[src/rtl/encap_input_arbiter_if.sv]
// Source-side and encapsulator-side signals of the encapsulator input arbiter.
// Sources (ARP=0, PTP=1, NMAC=2) drive the master side; the arbiter is the slave.
interface encap_input_arbiter_if;
    logic        i_arb_en;
    logic        i_req_0, i_req_1, i_req_2;
    logic [34:0] iv_descriptor_0, iv_descriptor_1, iv_descriptor_2;
    logic        o_grant_0, o_grant_1, o_grant_2;
    logic [8:0]  iv_data_0, iv_data_1, iv_data_2;
    logic        i_data_wr_0, i_data_wr_1, i_data_wr_2;
    logic [8:0]  ov_data;
    logic        o_data_wr;
    logic [34:0] ov_descriptor;
    logic [15:0] ov_drop_cnt;
    logic [7:0]  ov_timeout_cnt;

    modport slave (
        input  i_arb_en, i_req_0, i_req_1, i_req_2,
               iv_descriptor_0, iv_descriptor_1, iv_descriptor_2,
               iv_data_0, iv_data_1, iv_data_2,
               i_data_wr_0, i_data_wr_1, i_data_wr_2,
        output o_grant_0, o_grant_1, o_grant_2,
               ov_data, o_data_wr, ov_descriptor, ov_drop_cnt, ov_timeout_cnt
    );

    modport master (
        output i_arb_en, i_req_0, i_req_1, i_req_2,
               iv_descriptor_0, iv_descriptor_1, iv_descriptor_2,
               iv_data_0, iv_data_1, iv_data_2,
               i_data_wr_0, i_data_wr_1, i_data_wr_2,
        input  o_grant_0, o_grant_1, o_grant_2,
               ov_data, o_data_wr, ov_descriptor, ov_drop_cnt, ov_timeout_cnt
    );
endinterface

[src/rtl/encap_input_arbiter.sv]
// Round-robin arbiter muxing three framed byte sources into one encapsulator
// stream, with start timeout, inter-frame gap and drop/timeout statistics.
module encap_input_arbiter #(
    parameter int unsigned GAP_CYCLES    = 24,
    parameter int unsigned START_TIMEOUT = 16
) (
    input  logic              i_clk,
    input  logic              i_rst_n,
    encap_input_arbiter_if.slave bus
);
    localparam int NUM_SRC = 3;
    localparam int GW      = $clog2(GAP_CYCLES + 2);
    localparam int TW      = $clog2(START_TIMEOUT + 2);

    typedef enum logic [1:0] {IDLE, GRANT_WAIT, TRANS, GAP} state_t;

    logic [NUM_SRC-1:0]        req, wr;
    logic [NUM_SRC-1:0][8:0]   data;
    logic [NUM_SRC-1:0][34:0]  desc;

    assign req  = {bus.i_req_2, bus.i_req_1, bus.i_req_0};
    assign wr   = {bus.i_data_wr_2, bus.i_data_wr_1, bus.i_data_wr_0};
    assign data = {bus.iv_data_2, bus.iv_data_1, bus.iv_data_0};
    assign desc = {bus.iv_descriptor_2, bus.iv_descriptor_1, bus.iv_descriptor_0};

    state_t             state;
    logic [1:0]         sel, last;
    logic [34:0]        desc_lat;
    logic [GW-1:0]      gap_cnt;
    logic [TW-1:0]      tmo_cnt;
    logic [NUM_SRC-1:0] grant;
    logic [8:0]         out_data;
    logic               out_wr;
    logic [34:0]        out_desc;
    logic [15:0]        drop_cnt;
    logic [7:0]         tmo_total;

    assign bus.o_grant_0      = grant[0];
    assign bus.o_grant_1      = grant[1];
    assign bus.o_grant_2      = grant[2];
    assign bus.ov_data        = out_data;
    assign bus.o_data_wr      = out_wr;
    assign bus.ov_descriptor  = out_desc;
    assign bus.ov_drop_cnt    = drop_cnt;
    assign bus.ov_timeout_cnt = tmo_total;

    logic [8:0]         sel_data;
    logic               fwd;
    logic [NUM_SRC-1:0] drop;
    logic [1:0]         drop_sum;
    logic [16:0]        drop_nxt;
    logic [1:0]         nxt;
    logic               nxt_vld;
    logic [2:0]         cand;

    always_comb begin
        sel_data = data[sel];
        fwd      = wr[sel] && ((state == GRANT_WAIT && sel_data[8]) || state == TRANS);
        // anything written that is not forwarded is a drop, granted source included
        drop     = wr;
        if (fwd) drop[sel] = 1'b0;
        drop_sum = 2'(drop[0]) + 2'(drop[1]) + 2'(drop[2]);
        drop_nxt = {1'b0, drop_cnt} + {15'd0, drop_sum};
        // scan downward so the source closest after the last grant wins
        nxt      = last;
        nxt_vld  = 1'b0;
        cand     = '0;
        for (int k = NUM_SRC; k >= 1; k--) begin
            cand = {1'b0, last} + 3'(k);
            if (cand >= 3'(NUM_SRC)) cand = cand - 3'(NUM_SRC);
            if (req[cand[1:0]]) begin
                nxt     = cand[1:0];
                nxt_vld = 1'b1;
            end
        end
    end

    always_ff @(posedge i_clk or negedge i_rst_n) begin
        if (!i_rst_n) begin
            state     <= IDLE;
            sel       <= 2'd0;
            last      <= 2'd2;
            desc_lat  <= '0;
            gap_cnt   <= '0;
            tmo_cnt   <= '0;
            grant     <= '0;
            out_data  <= '0;
            out_wr    <= 1'b0;
            out_desc  <= '0;
            drop_cnt  <= '0;
            tmo_total <= '0;
        end else begin
            grant    <= '0;
            out_wr   <= fwd;
            if (fwd) out_data <= sel_data;
            drop_cnt <= drop_nxt[16] ? 16'hFFFF : drop_nxt[15:0];
            case (state)
                IDLE: if (bus.i_arb_en && nxt_vld) begin
                    grant    <= NUM_SRC'(1) << nxt;
                    sel      <= nxt;
                    last     <= nxt;
                    desc_lat <= desc[nxt];
                    tmo_cnt  <= '0;
                    state    <= GRANT_WAIT;
                end
                GRANT_WAIT: begin
                    if (fwd) begin
                        out_desc <= desc_lat;
                        state    <= TRANS;
                    end else if (tmo_cnt == TW'(START_TIMEOUT)) begin
                        if (tmo_total != 8'hFF) tmo_total <= tmo_total + 8'd1;
                        state <= IDLE;
                    end else begin
                        tmo_cnt <= tmo_cnt + TW'(1);
                    end
                end
                TRANS: if (fwd && sel_data[8]) begin
                    gap_cnt <= '0;
                    state   <= GAP;
                end
                GAP: begin
                    if (32'(gap_cnt) + 32'd1 >= GAP_CYCLES) state <= IDLE;
                    else gap_cnt <= gap_cnt + GW'(1);
                end
                default: state <= IDLE;
            endcase
        end
    end
endmodule

[src/flat_wrapper.sv]
// flat-port wrapper written by rule: the top's interface ports become plain ports
module encap_input_arbiter_flat 
#(
    parameter int unsigned GAP_CYCLES    = 24,
    parameter int unsigned START_TIMEOUT = 16
)
  (i_clk, i_rst_n, bus_i_arb_en, bus_i_req_0, bus_i_req_1, bus_i_req_2, bus_iv_descriptor_0, bus_iv_descriptor_1, bus_iv_descriptor_2, bus_iv_data_0, bus_iv_data_1, bus_iv_data_2, bus_i_data_wr_0, bus_i_data_wr_1, bus_i_data_wr_2, bus_o_grant_0, bus_o_grant_1, bus_o_grant_2, bus_ov_data, bus_o_data_wr, bus_ov_descriptor, bus_ov_drop_cnt, bus_ov_timeout_cnt);
  encap_input_arbiter_if bus_i ();
  input  logic i_clk;
  input  logic i_rst_n;
  input wire logic [$bits(bus_i.i_arb_en)-1:0] bus_i_arb_en;
  input wire logic [$bits(bus_i.i_req_0)-1:0] bus_i_req_0;
  input wire logic [$bits(bus_i.i_req_1)-1:0] bus_i_req_1;
  input wire logic [$bits(bus_i.i_req_2)-1:0] bus_i_req_2;
  input wire logic [$bits(bus_i.iv_descriptor_0)-1:0] bus_iv_descriptor_0;
  input wire logic [$bits(bus_i.iv_descriptor_1)-1:0] bus_iv_descriptor_1;
  input wire logic [$bits(bus_i.iv_descriptor_2)-1:0] bus_iv_descriptor_2;
  input wire logic [$bits(bus_i.iv_data_0)-1:0] bus_iv_data_0;
  input wire logic [$bits(bus_i.iv_data_1)-1:0] bus_iv_data_1;
  input wire logic [$bits(bus_i.iv_data_2)-1:0] bus_iv_data_2;
  input wire logic [$bits(bus_i.i_data_wr_0)-1:0] bus_i_data_wr_0;
  input wire logic [$bits(bus_i.i_data_wr_1)-1:0] bus_i_data_wr_1;
  input wire logic [$bits(bus_i.i_data_wr_2)-1:0] bus_i_data_wr_2;
  output wire logic [$bits(bus_i.o_grant_0)-1:0] bus_o_grant_0;
  output wire logic [$bits(bus_i.o_grant_1)-1:0] bus_o_grant_1;
  output wire logic [$bits(bus_i.o_grant_2)-1:0] bus_o_grant_2;
  output wire logic [$bits(bus_i.ov_data)-1:0] bus_ov_data;
  output wire logic [$bits(bus_i.o_data_wr)-1:0] bus_o_data_wr;
  output wire logic [$bits(bus_i.ov_descriptor)-1:0] bus_ov_descriptor;
  output wire logic [$bits(bus_i.ov_drop_cnt)-1:0] bus_ov_drop_cnt;
  output wire logic [$bits(bus_i.ov_timeout_cnt)-1:0] bus_ov_timeout_cnt;
  assign bus_i.i_arb_en = bus_i_arb_en;
  assign bus_i.i_req_0 = bus_i_req_0;
  assign bus_i.i_req_1 = bus_i_req_1;
  assign bus_i.i_req_2 = bus_i_req_2;
  assign bus_i.iv_descriptor_0 = bus_iv_descriptor_0;
  assign bus_i.iv_descriptor_1 = bus_iv_descriptor_1;
  assign bus_i.iv_descriptor_2 = bus_iv_descriptor_2;
  assign bus_i.iv_data_0 = bus_iv_data_0;
  assign bus_i.iv_data_1 = bus_iv_data_1;
  assign bus_i.iv_data_2 = bus_iv_data_2;
  assign bus_i.i_data_wr_0 = bus_i_data_wr_0;
  assign bus_i.i_data_wr_1 = bus_i_data_wr_1;
  assign bus_i.i_data_wr_2 = bus_i_data_wr_2;
  assign bus_o_grant_0 = bus_i.o_grant_0;
  assign bus_o_grant_1 = bus_i.o_grant_1;
  assign bus_o_grant_2 = bus_i.o_grant_2;
  assign bus_ov_data = bus_i.ov_data;
  assign bus_o_data_wr = bus_i.o_data_wr;
  assign bus_ov_descriptor = bus_i.ov_descriptor;
  assign bus_ov_drop_cnt = bus_i.ov_drop_cnt;
  assign bus_ov_timeout_cnt = bus_i.ov_timeout_cnt;
  encap_input_arbiter #(.GAP_CYCLES(GAP_CYCLES), .START_TIMEOUT(START_TIMEOUT)) u_core (.i_clk(i_clk), .i_rst_n(i_rst_n), .bus(bus_i));
endmodule
[config.mk]
export PLATFORM = sky130hd
export DESIGN_NAME = encap_input_arbiter_flat
export DESIGN_NICKNAME = d
export VERILOG_FILES = /design/src/rtl/encap_input_arbiter_if.sv /design/src/rtl/encap_input_arbiter.sv /design/src/flat_wrapper.sv
export SDC_FILE = /design/constraint.sdc
export NUM_CORES = 1
export LEC_CHECK = 0
export BUFFER_PORTS_ARGS = -buffer_cell sky130_fd_sc_hd__buf_4
export CAP_MARGIN = 20
export CORE_ASPECT_RATIO = 1.25
export CORE_MARGIN = 2
export CORE_UTILIZATION = 51
export DETAILED_ROUTE_END_ITERATION = 10
export PLACE_DENSITY_LB_ADDON = 0.08
export RECOVER_POWER = 100
export SYNTH_ARGS = -nofsm -noshare
export SYNTH_HDL_FRONTEND = slang
export SYNTH_SLANG_ARGS = --single-unit
[constraint.sdc]
create_clock -name i_clk -period 7.85 [get_ports i_clk]
set_input_delay 0.785 -clock i_clk [delete_from_list [all_inputs] [get_ports i_clk]]
set_output_delay 0.785 -clock i_clk [all_outputs]
set_load 0.005 [all_outputs]
==> results.toml <==
[status]
status = "finished, violations left"
violations = "max-capacitance violations, max-slew violations"

[logic_synthesis]
synth_warnings = 0
synthTopCellsByArea = "dfrtp_1, mux2_2, a21o_1"
synth_top_area_share_pct = 46.9
synth.distinct_cells = 59
seq_area_frac_synth_pct = 47.3
ys_ff_latch = 122
synth-async-reset-ratio_pct = 100
synth_nets = 810
synth_edf_count = 0
synthFlopType = "dfrtp_1"
syn_avg_cell_area_um2 = 9.83
synth_top_area_cell = "dfrtp_1"
synthCells = 657
synth_area_um2 = 6460

[finish]
area_delta_synth_final_pct = 33.4
instances_no_fill = 1025
num-fill-cells = 968
antenna-diode-count = 0
layout_common_cells = "buf_4, dfrtp_1, clkbuf_4, nor2_1"
fin_nets = 1001
fin_area_um2 = 8610
final_util_pct = 70.2
layout_commonest_cell = "buf_4"
drive_gt1_share_pct = 32.6

[timing]
max_freq_mhz = 196
setup_violations = 0
period_needed_ps = 5090
worst_hold_slack_ps = 487
worstMarginPinSlew_ps = 2410
fin_crit_sh_pct = 64.9
skew_ps = 17.4
hold_viol = 0
drv_slew = 113
setup_tns_ps = 0
rsz0062_at_grt = "false"
relSlewSlack_pct = -60.4

[clock_network]
post_cts_buffers = 0
cts_buffer_depth = 2
clkLatencyLatePin_ps = 410
cts.sinks = 122
h-tree-depth = 4
ctsResizeCount = 0
holdBufCountCts = 0
cts.clk_slew.worst_paths_ps = 60
cts-root-buf = "clkbuf_16"
cts_made_buffers = 17
cts_tree = "done"

[critical_path]
reg2reg_slack_ps = 2760
crit_fanout = 24
r2r_cells = 9
critPathKind = "reg2reg"
required_ps = 8170
r2r-start = "u_core.sel[0]$_DFFE_PN0P_"
crit_slowest_cell = "clkbuf_1"
cp-endpoint = "u_core.desc_lat[18]$_DFFE_PN0P_"
end_kind = "flop"
max_stage_delay_ps = 990
arrival_ps = 5410
start_kind = "flop"
worstReg2RegEnd = "u_core.desc_lat[18]$_DFFE_PN0P_"
cp_cell_sequence = "inv_1 -> ha_1 -> mux2i_1 -> nor2_2 -> o41ai_1 -> or3_1 -> clkbuf_1 -> a31oi_1 -> a21oi_1"
crit_path_start = "u_core.sel[0]$_DFFE_PN0P_"

[global_route]
overflow = 0
grt_max_degree = 79
antenna_found_initial = 0
grt_usage_pct = 26.0
grt_pass1_vias = 5826
grt_pass1_wl_um = 28200

[pwr]
p_switching_mw = 1.24
ir_drop_mv = 0.301
p_clk_share_pct = 25.6
internal_power_mw = 1.99
p_leak_nw = 4.30
sw_frac_of_total_pct = 38.5
combPwrFrac_pct = 43.0
seqPwrFrac_pct = 31.3
powerDensity_nw_per_um2 = 375

[place]
dp_cells = 992
place_area_um2 = 8090
port-buffer-count = 212
gp_congestion = 0.837
hpwl_um = 12000

[drt]
drt_drc_violations_left = 0
num_vias = 5698
firstDrtPassIters = 5
first_iter_violations = 302
wl_um = 17600
via_per_inst = 5.56
ant_nets = 0
wl_per_cell_um = 17.2

[die]
initial_core_util_pct = 52.6
die_y_um = 130
rows = 45
die_w_um = 105
ios = 213
die_area_um2 = 13600
coreArea_um2 = 12300

[hold_path]
hold_class = "reg2reg"

[run]
cap_violations = 3
-- power by group through the flow --
stage	clock, mW	combinational, mW	sequential [mW]
3_3_place_gp	0	1.39	1.00
5_1_grt	0.871	1.54	1.04
3_5_place_dp	0	1.43	1.02
4_1_cts	0.842	1.44	1.01
6_report	0.828	1.39	1.01
2_1_floorplan	0	1.02	0.965
-- logic make-up (layout without fill, tap and decap cells) --
kind of cell	Yosys count	in the layout	synth area share, %
xor+xnor	22	22	2.98
simple gates	185	185	13.8
mux	54	54	9.14
compound gates	199	199	19.6
flops	122	122	47.3
buf+inv	63	267	4.61
fa+ha+maj	12	12	2.56
-- worst min-delay path by stage --
stage	startpoint	endpoint	slack, ps	cells past startpoint
floorplan	u_core.bus.ov_data[0]$_DFFE_PN0N_	u_core.bus.ov_data[0]$_DFFE_PN0N_	470	2
global placement	u_core.bus.ov_data[6]$_DFFE_PN0N_	u_core.bus.ov_data[6]$_DFFE_PN0N_	480	2
detailed placement	u_core.bus.ov_data[0]$_DFFE_PN0N_	u_core.bus.ov_data[0]$_DFFE_PN0N_	480	2
CTS	i_rst_n	u_core.bus.ov_descriptor[9]$_DFFE_PN0P_	380	1
global route	u_core.bus.ov_data[0]$_DFFE_PN0N_	u_core.bus.ov_data[0]$_DFFE_PN0N_	510	2
finish	u_core.bus.ov_data[0]$_DFFE_PN0N_	u_core.bus.ov_data[0]$_DFFE_PN0N_	490	2
-- routing by layer --
| layer | routed length, µm | part of all wire [%] | up-vias | track usage [%] |
|---|---|---|---|---|
| li1 | - | - | 2732 | - |
| met3 | 846 | 4.8 | 22 | 5.39 |
| met2 | 9430 | 54 | 180 | 47.9 |
| met1 | 7020 | 40 | 2764 | 30.4 |
| met4 | 296 | 1.7 | 0 | 9.10 |
| met5 | 0 | 0 | - | 0 |
-- sequential cells by signal (all words and copies together), names as in the netlist, named ones only --
| signal | cells |
|---|---|
| u_core.bus.o_data_wr | 1 |
| u_core.sel | 2 |
| u_core.bus.ov_data | 9 |
| u_core.last | 1 |
| u_core.desc_lat | 35 |
| u_core.bus.ov_descriptor | 35 |
| u_core.gap_cnt | 5 |
| u_core.tmo_cnt | 5 |
| u_core.bus.ov_drop_cnt | 16 |
| u_core.state | 1 |
| u_core.bus.ov_timeout_cnt | 8 |
| u_core.grant | 3 |
-- area by class of cell --
| class | count | area, µm² | share of cell area [%] |
|---|---|---|---|
| repair buffers | 219 | 1580 | 18.3 |
| well taps | 164 | 205 | 2.38 |
| clock inverters | 11 | 166 | 1.93 |
| inverters | 16 | 60.1 | 0.697 |
| multi-input cells | 472 | 3080 | 35.8 |
| flip-flops and latches | 122 | 3050 | 35.5 |
| clock buffers | 21 | 470 | 5.46 |
-- per-stage QoR --
| step | setup slack, ps | power [mW] |
|---|---|---|
| 2_1_floorplan | 4130 | 1.99 |
| 3_3_place_gp | 3380 | 2.39 |
| 3_5_place_dp | 3160 | 2.44 |
| 4_1_cts | 3160 | 3.29 |
| 5_1_grt | 2280 | 3.46 |
| 6_report | 2760 | 3.23 |
-- Yosys cell counts, types with 2 or more instances --
cell,instances
buf_4,3
and2_1,4
clkbuf_1,25
nand2b_1,3
a21o_1,38
o21a_1,3
xnor2_1,15
ha_1,10
mux2i_1,14
buf_6,5
nand3_1,50
and3_1,7
buf_1,4
xor2_1,7
fa_1,2
buf_2,10
o31ai_1,2
nand3b_1,3
a22o_1,3
nand4_1,3
inv_1,16
a211o_1,2
o21ai_0,49
a21oi_1,45
nor2_1,57
o21ai_1,3
o2bb2ai_2,2
nor2b_1,6
nor3_1,2
a31oi_1,39
nor2_2,2
mux2_2,40
dfrtp_1,121
nand2_1,37
-- worst max-delay path: cells and delay by family (launching register included) --
family	cells	cell delay, ps
flip-flops	1	900
buffers and inverters	2	1250
AO/OA/AOI/OAI	3	1100
adder cells (fa/ha/maj)	1	630
AND/OR/NAND/NOR	2	780
multiplexers	1	330
No activity file was read; power rests on OpenSTA's default activity.
